<file path="src/rtl/alu_4_bit_pkg.sv">
// rtl/alu_4_bit_pkg.sv - width constant and opcode enum for the 4-bit ALU
package alu_4_bit_pkg;

    localparam int ALU_WIDTH = 4;

    typedef enum logic [3:0] {
        OP_ADD  = 4'b0000,
        OP_ADC  = 4'b0001,
        OP_SUB  = 4'b0010,
        OP_SBB  = 4'b0011,
        OP_INC  = 4'b0100,
        OP_DEC  = 4'b0101,
        OP_AND  = 4'b0110,
        OP_OR   = 4'b0111,
        OP_XOR  = 4'b1000,
        OP_NOT  = 4'b1001,
        OP_NAND = 4'b1010,
        OP_NOR  = 4'b1011,
        OP_XNOR = 4'b1100,
        OP_SHL  = 4'b1101,
        OP_SHR  = 4'b1110,
        OP_PASS = 4'b1111
    } alu_op_e;

endpackage

</file>
<file path="src/rtl/alu_4_bit_if.sv">
// rtl/alu_4_bit_if.sv - operand/opcode/result bundle between a driver and the ALU
interface alu_4_bit_if;
    import alu_4_bit_pkg::*;

    logic [ALU_WIDTH-1:0] Data_A_In;
    logic [ALU_WIDTH-1:0] Data_B_In;
    logic                 Carry_Borrowb_In;
    logic [3:0]           Operation_Select_In;
    logic [ALU_WIDTH-1:0] Result_Out;
    logic                 Carry_Out;

    modport master (
        output Data_A_In, Data_B_In, Carry_Borrowb_In, Operation_Select_In,
        input  Result_Out, Carry_Out
    );

    modport slave (
        input  Data_A_In, Data_B_In, Carry_Borrowb_In, Operation_Select_In,
        output Result_Out, Carry_Out
    );

endinterface

</file>
<file path="src/rtl/alu_4_bit_adder.sv">
// rtl/alu_4_bit_adder.sv - ripple-carry adder shared by all arithmetic opcodes
module alu_4_bit_adder
    import alu_4_bit_pkg::*;
(
    input  logic [ALU_WIDTH-1:0] a,
    input  logic [ALU_WIDTH-1:0] b,
    input  logic                 cin,
    output logic [ALU_WIDTH-1:0] sum,
    output logic                 cout
);

    logic [ALU_WIDTH:0] carry;

    assign carry[0] = cin;

    for (genvar i = 0; i < ALU_WIDTH; i++) begin : g_fa
        assign sum[i]     = a[i] ^ b[i] ^ carry[i];
        assign carry[i+1] = (a[i] & b[i]) | (carry[i] & (a[i] ^ b[i]));
    end

    assign cout = carry[ALU_WIDTH];

endmodule

</file>
<file path="src/rtl/alu_4_bit.sv">
// rtl/alu_4_bit.sv - registered 4-bit ALU, one operation per clock, 1-cycle latency
module alu_4_bit
    import alu_4_bit_pkg::*;
(
    input  logic        Clock_In,
    input  logic        Reset_In,
    alu_4_bit_if.slave  alu
);

    alu_op_e              op;
    logic [ALU_WIDTH-1:0] add_b;
    logic                 add_cin;
    logic [ALU_WIDTH-1:0] add_sum;
    logic                 add_cout;
    logic [ALU_WIDTH-1:0] result_d;
    logic                 carry_d;
    logic [ALU_WIDTH-1:0] result_q;
    logic                 carry_q;

    assign op = alu_op_e'(alu.Operation_Select_In);

    // Subtraction is A + ~B + cin; INC/DEC reuse the adder with constant 1 / all-ones.
    always_comb begin
        add_b   = alu.Data_B_In;
        add_cin = 1'b0;
        case (op)
            OP_ADC:  add_cin = alu.Carry_Borrowb_In;
            OP_SUB:  begin add_b = ~alu.Data_B_In; add_cin = 1'b1; end
            OP_SBB:  begin add_b = ~alu.Data_B_In; add_cin = alu.Carry_Borrowb_In; end
            OP_INC:  add_b = 4'b0001;
            OP_DEC:  add_b = 4'b1111;
            default: ;
        endcase
    end

    alu_4_bit_adder u_adder (
        .a    (alu.Data_A_In),
        .b    (add_b),
        .cin  (add_cin),
        .sum  (add_sum),
        .cout (add_cout)
    );

    always_comb begin
        result_d = '0;
        carry_d  = 1'b0;
        unique case (op)
            OP_ADD, OP_ADC, OP_SUB, OP_SBB, OP_INC, OP_DEC: begin
                result_d = add_sum;
                carry_d  = add_cout;
            end
            OP_AND:  result_d = alu.Data_A_In & alu.Data_B_In;
            OP_OR:   result_d = alu.Data_A_In | alu.Data_B_In;
            OP_XOR:  result_d = alu.Data_A_In ^ alu.Data_B_In;
            OP_NOT:  result_d = ~alu.Data_A_In;
            OP_NAND: result_d = ~(alu.Data_A_In & alu.Data_B_In);
            OP_NOR:  result_d = ~(alu.Data_A_In | alu.Data_B_In);
            OP_XNOR: result_d = ~(alu.Data_A_In ^ alu.Data_B_In);
            OP_SHL: begin
                result_d = {alu.Data_A_In[ALU_WIDTH-2:0], 1'b0};
                carry_d  = alu.Data_A_In[ALU_WIDTH-1];
            end
            OP_SHR: begin
                result_d = {1'b0, alu.Data_A_In[ALU_WIDTH-1:1]};
                carry_d  = alu.Data_A_In[0];
            end
            OP_PASS: result_d = alu.Data_A_In;
        endcase
    end

    always_ff @(posedge Clock_In or posedge Reset_In) begin
        if (Reset_In) begin
            result_q <= '0;
            carry_q  <= 1'b0;
        end else begin
            result_q <= result_d;
            carry_q  <= carry_d;
        end
    end

    assign alu.Result_Out = result_q;
    assign alu.Carry_Out  = carry_q;

endmodule

</file>
<file path="src/flat_wrapper.sv">
// flat-port wrapper written by rule: the top's interface ports become plain ports
module alu_4_bit_flat import alu_4_bit_pkg::*;
  (Clock_In, Reset_In, alu_Data_A_In, alu_Data_B_In, alu_Carry_Borrowb_In, alu_Operation_Select_In, alu_Result_Out, alu_Carry_Out);
  alu_4_bit_if alu_i ();
  input  logic Clock_In;
  input  logic Reset_In;
  input wire logic [$bits(alu_i.Data_A_In)-1:0] alu_Data_A_In;
  input wire logic [$bits(alu_i.Data_B_In)-1:0] alu_Data_B_In;
  input wire logic [$bits(alu_i.Carry_Borrowb_In)-1:0] alu_Carry_Borrowb_In;
  input wire logic [$bits(alu_i.Operation_Select_In)-1:0] alu_Operation_Select_In;
  output wire logic [$bits(alu_i.Result_Out)-1:0] alu_Result_Out;
  output wire logic [$bits(alu_i.Carry_Out)-1:0] alu_Carry_Out;
  assign alu_i.Data_A_In = alu_Data_A_In;
  assign alu_i.Data_B_In = alu_Data_B_In;
  assign alu_i.Carry_Borrowb_In = alu_Carry_Borrowb_In;
  assign alu_i.Operation_Select_In = alu_Operation_Select_In;
  assign alu_Result_Out = alu_i.Result_Out;
  assign alu_Carry_Out = alu_i.Carry_Out;
  alu_4_bit u_core (.Clock_In(Clock_In), .Reset_In(Reset_In), .alu(alu_i));
endmodule
</file>
<file path="config.mk">
export PLATFORM = sky130hd
export DESIGN_NAME = alu_4_bit_flat
export DESIGN_NICKNAME = d
export VERILOG_FILES = /design/src/rtl/alu_4_bit_pkg.sv /design/src/rtl/alu_4_bit_if.sv /design/src/rtl/alu_4_bit_adder.sv /design/src/rtl/alu_4_bit.sv /design/src/flat_wrapper.sv
export SDC_FILE = /design/constraint.sdc
export NUM_CORES = 1
export LEC_CHECK = 0
export BUFFER_PORTS_ARGS = -buffer_cell sky130_fd_sc_hd__clkbuf_2
export CORE_ASPECT_RATIO = 1.2
export CORE_MARGIN = 4
export CORE_UTILIZATION = 40
export DETAILED_ROUTE_END_ITERATION = 16
export PLACE_DENSITY = 0.62
export SETUP_SLACK_MARGIN = 0.4
export SLEW_MARGIN = 10
export SYNTH_ARGS = -nofsm -noshare
export SYNTH_HDL_FRONTEND = slang
export SYNTH_SLANG_ARGS = --single-unit
</file>
<file path="constraint.sdc">
create_clock -name Clock_In -period 0.8 [get_ports Clock_In]
set_clock_uncertainty 0.05 [all_clocks]
set_input_delay 0.04 -clock Clock_In [delete_from_list [all_inputs] [get_ports Clock_In]]
set_output_delay 0.04 -clock Clock_In [all_outputs]
set_load 0.01 [all_outputs]
</file>
# Yosys cells after proc, flatten, opt, wreduce, memory -nomap -nowiden
# Index checks and enable logic that the tools add are counted.
[totals]
ff_bits = 5
in_bits = 15
out_inout_bits = 5
wordCells = 53
[classes]
eq_ne = 15
mux = 4
n_bitwise = 28
reduce_logical = 4
[op_table]
columns = ["op", "count"]
rows = [
  ["$pmux W4 S11", 1],
  ["$eq A4 B4 Y1 const B", 8],
  ["$not A4 Y4", 5],
  ["$eq A4 B3 Y1 const B", 4],
  ["$pmux W4 S3", 1],
  ["$and A1 B1 Y1", 8],
  ["$eq A4 B2 Y1 const B", 2],
  ["$xor A1 B1 Y1", 8],
  ["$reduce_or A6 Y1", 1],
  ["$and A4 B4 Y4", 1],
  ["$eq A4 B1 Y1 const B", 1],
  ["$logic_not A4 Y1", 1],
  ["$or A1 B1 Y1", 4],
  ["$or A4 B4 Y4", 1],
  ["$reduce_or A2 Y1", 2],
  ["$xor A4 B4 Y4", 1],
  ["$pmux W1 S3", 1],
  ["$pmux W1 S2", 1],
]

# Depth between registers and ports, before layout
# Gate-level depths: netlist of run 1.
[logic_depth]
ltp_word = 13
mapped_depth = 12
mapped_depth_nobuf = 10

# By module
# A second synthesis of run 1 with hierarchy kept.
[hier_totals]
cells_unflattened = 136
area_unflattened_um2 = 1053.5
[by_module_without_submodules]
columns = ["mod", "instances", "cells_per_inst", "area_each_um2"]
rows = [
  ["alu_4_bit", 1, 122, 935.9],
  ["alu_4_bit_adder", 1, 14, 117.6],
]

# Least setup slack after synthesis of run 1
# Ideal clock, no wire load.
[synth_path]
path_type = "input to register"
from = "in alu_Operation_Select_In[0]"
to = "reg u_core.result_q[2], in the netlist u_core.alu.Result_Out[2]"
setup_ns = 0.142
arrival_ns = 2.219
required_ns = 0.608
slack_ns = -1.611
cell_stages = 12
path_buffers = 3
path_cell_list = "buf_4 buf_2 buf_2 and2_0 o21ai_0 fa_1 fa_1 inv_1 fa_1 nand2b_1 o41ai_1 a22oi_1"
[synth_between]
elab_chain_len = 10
word_cells_on_any_way = 32
cone_classes = "eq/ne (15); mux (3); bitwise (10); reduce/logical (4)"
[synth_lines]
columns = ["item", "line_no", "text"]
rows = [
  ["start, declared", "flat_wrapper.sv:10", "input wire logic [$bits(alu_i.Operation_Select_In)-1:0] alu_Operation_Select_In;"],
  ["$eq A4 B2 Y1", "alu_4_bit.sv:26, alu_4_bit.sv:47", ""],
  ["$reduce_or A2 Y1 (no source line)", "-", ""],
  ["$pmux W4 S3", "alu_4_bit.sv:26", "case (op)"],
  ["$xor A1 B1 Y1", "alu_4_bit_adder.sv:18", "assign carry[i+1] = (a[i] & b[i]) | (carry[i] & (a[i] ^ b[i]));"],
  ["$and A1 B1 Y1", "alu_4_bit_adder.sv:18", ""],
  ["$or A1 B1 Y1", "alu_4_bit_adder.sv:18", ""],
  ["$and A1 B1 Y1", "alu_4_bit_adder.sv:18", ""],
  ["$or A1 B1 Y1", "alu_4_bit_adder.sv:18", ""],
  ["$xor A1 B1 Y1", "alu_4_bit_adder.sv:17", "assign sum[i] = a[i] ^ b[i] ^ carry[i];"],
  ["$pmux W4 S11 (*)", "alu_4_bit.sv:47", "unique case (op)"],
  ["named net u_core.result_d[2]", "alu_4_bit.sv:15", "logic [ALU_WIDTH-1:0] result_d;"],
  ["end signal, assigned", "alu_4_bit.sv:76", "result_q <= result_d;"],
  ["end, declared", "alu_4_bit.sv:17", "logic [ALU_WIDTH-1:0] result_q;"],
]
# The timed path passes the listed nets; every way through them passes the cells marked *.

# Worst setup path after layout of run 1
[layout_path]
from = "in alu_Operation_Select_In[2]"
to = "reg u_core.result_q[3], in the netlist u_core.alu.Result_Out[3]"
[layout_between]
elab_chain_len = 12
word_cells_on_any_way = 36
cone_classes = "eq/ne (15); mux (3); bitwise (14); reduce/logical (4)"
[layout_lines]
columns = ["item", "line_no"]
rows = [
  ["$eq A4 B2 Y1", "alu_4_bit.sv:26, alu_4_bit.sv:47"],
  ["$reduce_or A2 Y1 (no source line)", "-"],
  ["$pmux W4 S3", "alu_4_bit.sv:26"],
  ["$xor A1 B1 Y1", "alu_4_bit_adder.sv:18"],
  ["$and A1 B1 Y1", "alu_4_bit_adder.sv:18"],
  ["$or A1 B1 Y1", "alu_4_bit_adder.sv:18"],
  ["$and A1 B1 Y1", "alu_4_bit_adder.sv:18"],
  ["$or A1 B1 Y1", "alu_4_bit_adder.sv:18"],
  ["$and A1 B1 Y1", "alu_4_bit_adder.sv:18"],
  ["$or A1 B1 Y1", "alu_4_bit_adder.sv:18"],
  ["$xor A1 B1 Y1", "alu_4_bit_adder.sv:17"],
  ["$pmux W4 S11 (*)", "alu_4_bit.sv:47"],
  ["named net u_core.result_d[3]", "alu_4_bit.sv:15"],
]
# Marks and branches as above.

==> flow_metrics.tcl, run 1 <==
set metrics [dict create \
    yosysWarnings 0 \
    power.switching_mw 0.543 \
    port-buffer-count 19 \
    fin_cells 209 \
    dieArea_mm2 0.00323 \
    holdWs_ps -384 \
    dp_cells 201 \
    swShare_pct 36.6 \
    grt_setup_unrepaired "true" \
    seqPwrFrac_pct 20.4 \
    synthSimpleGateAreaFrac_pct 21.4 \
    max_stage_delay_ps 480 \
    drive_gt1_share_pct 46.1 \
    start_kind "input pin" \
    finalHoldViolCount 5 \
    pwr-share-comb_pct 59.9 \
    crit_family "adder cells" \
    antenna_left 0 \
    wire_per_inst_um 14.1 \
    cts.htree.levels 1 \
    yosys_most_used_dff "dfrtp_1" \
    post-synth-top-area-fraction_pct 13.1 \
    synth_area_um2 953 \
    synthArstFlopShare_pct 100 \
    violations "negative hold slack, negative setup slack" \
    peakVddDrop_uv 680 \
    p_per_area_mw_per_mm2 967 \
    fin_ws_ps -1170 \
    final_util_pct 67.1 \
    synthAdderAreaFrac_pct 18.9 \
    synthXorXnorAreaFrac_pct 0 \
    clk_pin_slew_ps 40 \
    nNetsFinal 206 \
    finalSetupViolCount 8 \
    outcome "finished, violations left" \
    rows 19 \
    place_area_mm2 0.00131 \
    post-dp-hpwl_mm 2.21 \
    grt_pass1_vias 1076 \
    gp_congestion 0.819 \
    cts.path.max_buffers 2 \
    seq_area_frac_synth_pct 13.1 \
    ys_ff_latch 5 \
    drc_errors 0 \
    report.final.slew_viol_count 0 \
    worstSetupPathType "in2reg" \
    synth.distinct_cells 38 \
    viasPerCell 5.56 \
    synthMuxAreaShare_pct 9.45 \
    synth_edf_count 0 \
    mostFrequentLayoutCells "buf_4, nand2_1, clkbuf_2, inv_1, mux2i_1" \
    initial_core_util_pct 41.8 \
    diodes 0 \
    grt_pass1_wl_mm 4.72 \
    root_buffer "clkbuf_4" \
    mostFrequentLayoutCell "buf_4" \
    timing.final.crit_share_pct 246 \
    hold_path.class "in2async" \
    cts_made_buffers 3 \
    worstPathArrival_ps 2080 \
    p_clk_share_pct 19.6 \
    wirelength_mm 2.94 \
    critPathMaxFanout 17 \
    initialDrtViolationCount 38 \
    grt_max_degree 28 \
    power_leakage_nw 0.731 \
    crit_path_top_delay_cell "fa_1" \
    fin_tns_setup_ps -4510 \
    cts_sinks 5 \
    area_growth_pct 60.6 \
    synth_top_family_by_area "compound AO/OA/AOI/OAI gates" \
    cts_tree "done" \
    cp_data_required_time_ps 910 \
    synth_area_leader_cell "dfrtp_1" \
    maxCapViolCount 0 \
    die_w_um 52.6 \
    relSlewSlack_pct 58.6 \
    antenna_found_initial 0 \
    internal_power_mw 0.938 \
    grt_util_all_layers_pct 19.3 \
    synth_cells 128 \
    path_common_cell "buf_4" \
    ios 20 \
    timing.fmax_mhz 507 \
    drt_pass1_iterations 4 \
    synth_nets 155 \
    tightest_slew_ps 615 \
    crit_chain "clkbuf_16 -> buf_4 -> buf_4 -> buf_4 -> o22ai_1 -> a221oi_1 -> buf_4 -> fa_2 -> fa_1 -> inv_1 -> a32oi_1" \
    stdcell_area_mm2 0.00153 \
    synth.avg_cell_area_um2 7.45 \
    grt-ovfl-total 0 \
    die_h_um 61.5 \
    path_buf_inv 6 \
    core-area_mm2 0.00228 \
    end_kind "register" \
    synth.top_cells.by_area "dfrtp_1, ha_1, mux2i_1" \
    synth-compound-area-share_pct 26.2 \
    vias 1163 \
    fin_crit_ps 1970 \
]
[synthesized netlist by cell type (3+ instances only)]
library cell,count
fa_1,4
nand2b_1,3
ha_1,8
mux2i_1,9
dfrtp_1,5
nand2_1,15
o22ai_1,4
a32oi_1,3
o21ai_0,8
buf_2,8
nor2_1,7
a21oi_1,7
inv_1,12
[layer usage]
metal	track usage, %	vias up	wire length, µm	share of wire (%)
met5	0	-	0	0
met4	5.84	0	29	0.99
met3	1.45	8	137	4.7
met2	33.2	43	1490	51
met1	25.6	550	1280	44
li1	-	562	-	-
[cells by family after synthesis]
kind of cell,Yosys count
buf+inv,24
mux,9
compound gates,38
simple gates,40
fa+ha+maj,12
flops,5
[stage by stage]
| stage | setup slack (ps) | power (mW) |
|---|---|---|
| floorplan | -1410 | 0.749 |
| finish | -1170 | 1.48 |
| detailed placement | -1530 | 1.03 |
| global placement | -1470 | 1.01 |
| global route | -1240 | 1.58 |
| CTS | -1150 | 1.41 |
[power groups by stage]
stage | Combinational [mW] | Sequential [mW] | Clock (mW)
final | 0.888 | 0.303 | 0.291
after global routing | 0.967 | 0.306 | 0.303
after CTS | 0.808 | 0.304 | 0.295
after detailed placement | 0.722 | 0.307 | 0
after global placement | 0.702 | 0.307 | 0
after floorplan | 0.419 | 0.330 | 0
[repair_timing]
action,CTS,global route
endpoints found under the hold margin,5,5
buffers inserted,1,3
endpoints found under the setup margin,10,10
pin swaps,10,10
gates resized for setup,21,11
[state kept, by name (all words and copies together) (netlist names)]
signal                 cells
u_core.alu.Carry_Out       1
u_core.alu.Result_Out      4
[how the worst max path moves through the flow]
stage	depth (start not counted)	end	start
2_1_floorplan	11	u_core.alu.Result_Out[2]	alu_Operation_Select_In[3]
3_3_place_gp	11	u_core.alu.Result_Out[2]	alu_Operation_Select_In[3]
3_5_place_dp	11	u_core.alu.Result_Out[2]	alu_Operation_Select_In[2]
4_1_cts	11	u_core.alu.Result_Out[2]	alu_Operation_Select_In[2]
5_1_grt	11	u_core.alu.Result_Out[3]	alu_Operation_Select_In[3]
6_report	11	u_core.alu.Result_Out[3]	alu_Operation_Select_In[2]
[cell type report]
type	instances	area [µm²]
clock buffer	4	26.3
multi-input combinational	99	838
fill	201	751
tap	31	38.8
sequential	5	125
inverter	14	57.6
timing repair buffer	56	445
No activity file was read; power rests on OpenSTA's default activity.
==> run 2: changes to the inputs <==
- CORE_ASPECT_RATIO: 1.2 -> default
- REMOVE_ABC_BUFFERS: default -> 1
==> flow_metrics.tcl, run 2 (synthesized netlist as in run 1, its figures left out) <==
set metrics [dict create \
    place_area_mm2 0.00133 \
    finalHoldViolCount 5 \
    mostFrequentLayoutCell "buf_4" \
    power_leakage_nw 0.734 \
    gp_congestion 0.907 \
    start_kind "input pin" \
    timing.final.crit_share_pct 254 \
    critPathMaxFanout 4 \
    area_growth_pct 58.8 \
    total_power_mw 1.47 \
    seqPwrFrac_pct 20.6 \
    n_fill_cell 185 \
    die_w_um 56.8 \
    antenna_found_initial 0 \
    fin_cells 208 \
    nNetsFinal 208 \
    tightest_slew_ps 784 \
    drive_gt1_share_pct 44.4 \
    cp_data_required_time_ps 850 \
    root_buffer "clkbuf_4" \
    antenna_left 0 \
    place_ws_ps -1570 \
    clk_pin_slew_ps 40 \
    grt_setup_unrepaired "true" \
    fin_ws_ps -1230 \
    grt_max_degree 15 \
    port-buffer-count 19 \
    wire_per_inst_um 15.1 \
    initial_core_util_pct 42.7 \
    drt_pass1_iterations 4 \
    peakVddDrop_uv 742 \
    cts_sinks 5 \
    stdcell_area_mm2 0.00151 \
    worstPathArrival_ps 2080 \
    viasPerCell 5.58 \
    wirelength_mm 3.14 \
    swShare_pct 37.0 \
    fin_crit_ps 2030 \
    hold_path.class "in2async" \
    grt-ovfl-total 0 \
    outcome "finished, violations left" \
    holdWs_ps -381 \
    end_kind "register" \
    largest_reg_flops 4 \
    vias 1161 \
    pwr-share-comb_pct 60.1 \
    dieArea_mm2 0.00323 \
    internal_power_mw 0.928 \
    violations "negative hold slack, negative setup slack" \
    p_clk_share_pct 19.3 \
    grt_util_all_layers_pct 19.6 \
    fin_tns_setup_ps -4880 \
    initialDrtViolationCount 38 \
    timing.fmax_mhz 492 \
    cts.path.max_buffers 2 \
    grt_pass1_wl_mm 5.07 \
    p_per_area_mw_per_mm2 973 \
    maxCapViolCount 0 \
    worstSetupPathType "in2reg" \
    final_util_pct 67.8 \
    mostFrequentLayoutCells "buf_4, clkbuf_2, nand2_1, inv_1" \
    die_h_um 56.8 \
    report.final.slew_viol_count 0 \
    relSlewSlack_pct 47.0 \
    dp_cells 203 \
    finalSetupViolCount 6 \
    power.switching_mw 0.545 \
    core-area_mm2 0.00223 \
    cts_made_buffers 3 \
    diodes 0 \
    drc_errors 0 \
    post-dp-hpwl_mm 2.44 \
    cts_tree "done" \
    cts.htree.levels 1 \
    ios 20 \
    rows 17 \
    grt_pass1_vias 1149 \
]
[run 2: area by class of cell]
class                           count  area, µm²  area share, %
Timing Repair Buffer               58        444           29.3
Inverter                           14       65.1           4.30
Tap cell                           28       35.0           2.31
Clock buffer                        4       26.3           1.74
Sequential cell                     5        125           8.26
Multi-Input combinational cell     99        818           54.0
[run 2: final timing paths]
path / cells after the start / start / end / slack (ps)
worst min-delay path: 2 / Reset_In / u_core.alu.Result_Out[1] / -380
worst max-delay path: 11 / alu_Operation_Select_In[2] / u_core.alu.Result_Out[2] / -1230
min in group Clock_In: 5 / alu_Operation_Select_In[2] / u_core.alu.Result_Out[0] / 230
max in group asynchronous: 2 / Reset_In / u_core.alu.Result_Out[2] / 910
[run 2: timing repair]
item / in CTS / in global routing
endpoints found under the hold margin: 5 / 5
endpoints found under the setup margin: 10 / 10
setup buffers: 1 / 0
gates cloned: 0 / 0
pin swaps: 7 / 10
resized for setup: 22 / 16
[run 2: per-layer routing]
metal	global-route usage, %	part of all wire (%)	routed length [µm]	vias up
li1	-	-	-	568
met3	2.30	7.2	226	13
met5	0	0	0	-
met2	34.2	50	1570	57
met4	7.95	2.4	76	0
met1	24.0	40	1260	523
[run 2: power by group through the flow]
stage          clock network, mW  logic (mW)  registers, mW
2_1_floorplan                  0       0.318          0.330
3_3_place_gp                   0       0.716          0.307
3_5_place_dp                   0       0.731          0.308
4_1_cts                    0.298       0.817          0.304
5_1_grt                    0.312       0.962          0.307
6_report                   0.284       0.885          0.303
[run 2: worst max-delay path, cell delays in order]
cell	delay, ps
clkbuf_16	140
buf_8	120
mux2i_2	160
o22ai_2	110
fa_2	380
fa_2	360
inv_2	60
fa_2	410
nand2b_4	150
o41ai_4	50
a22oi_2	100
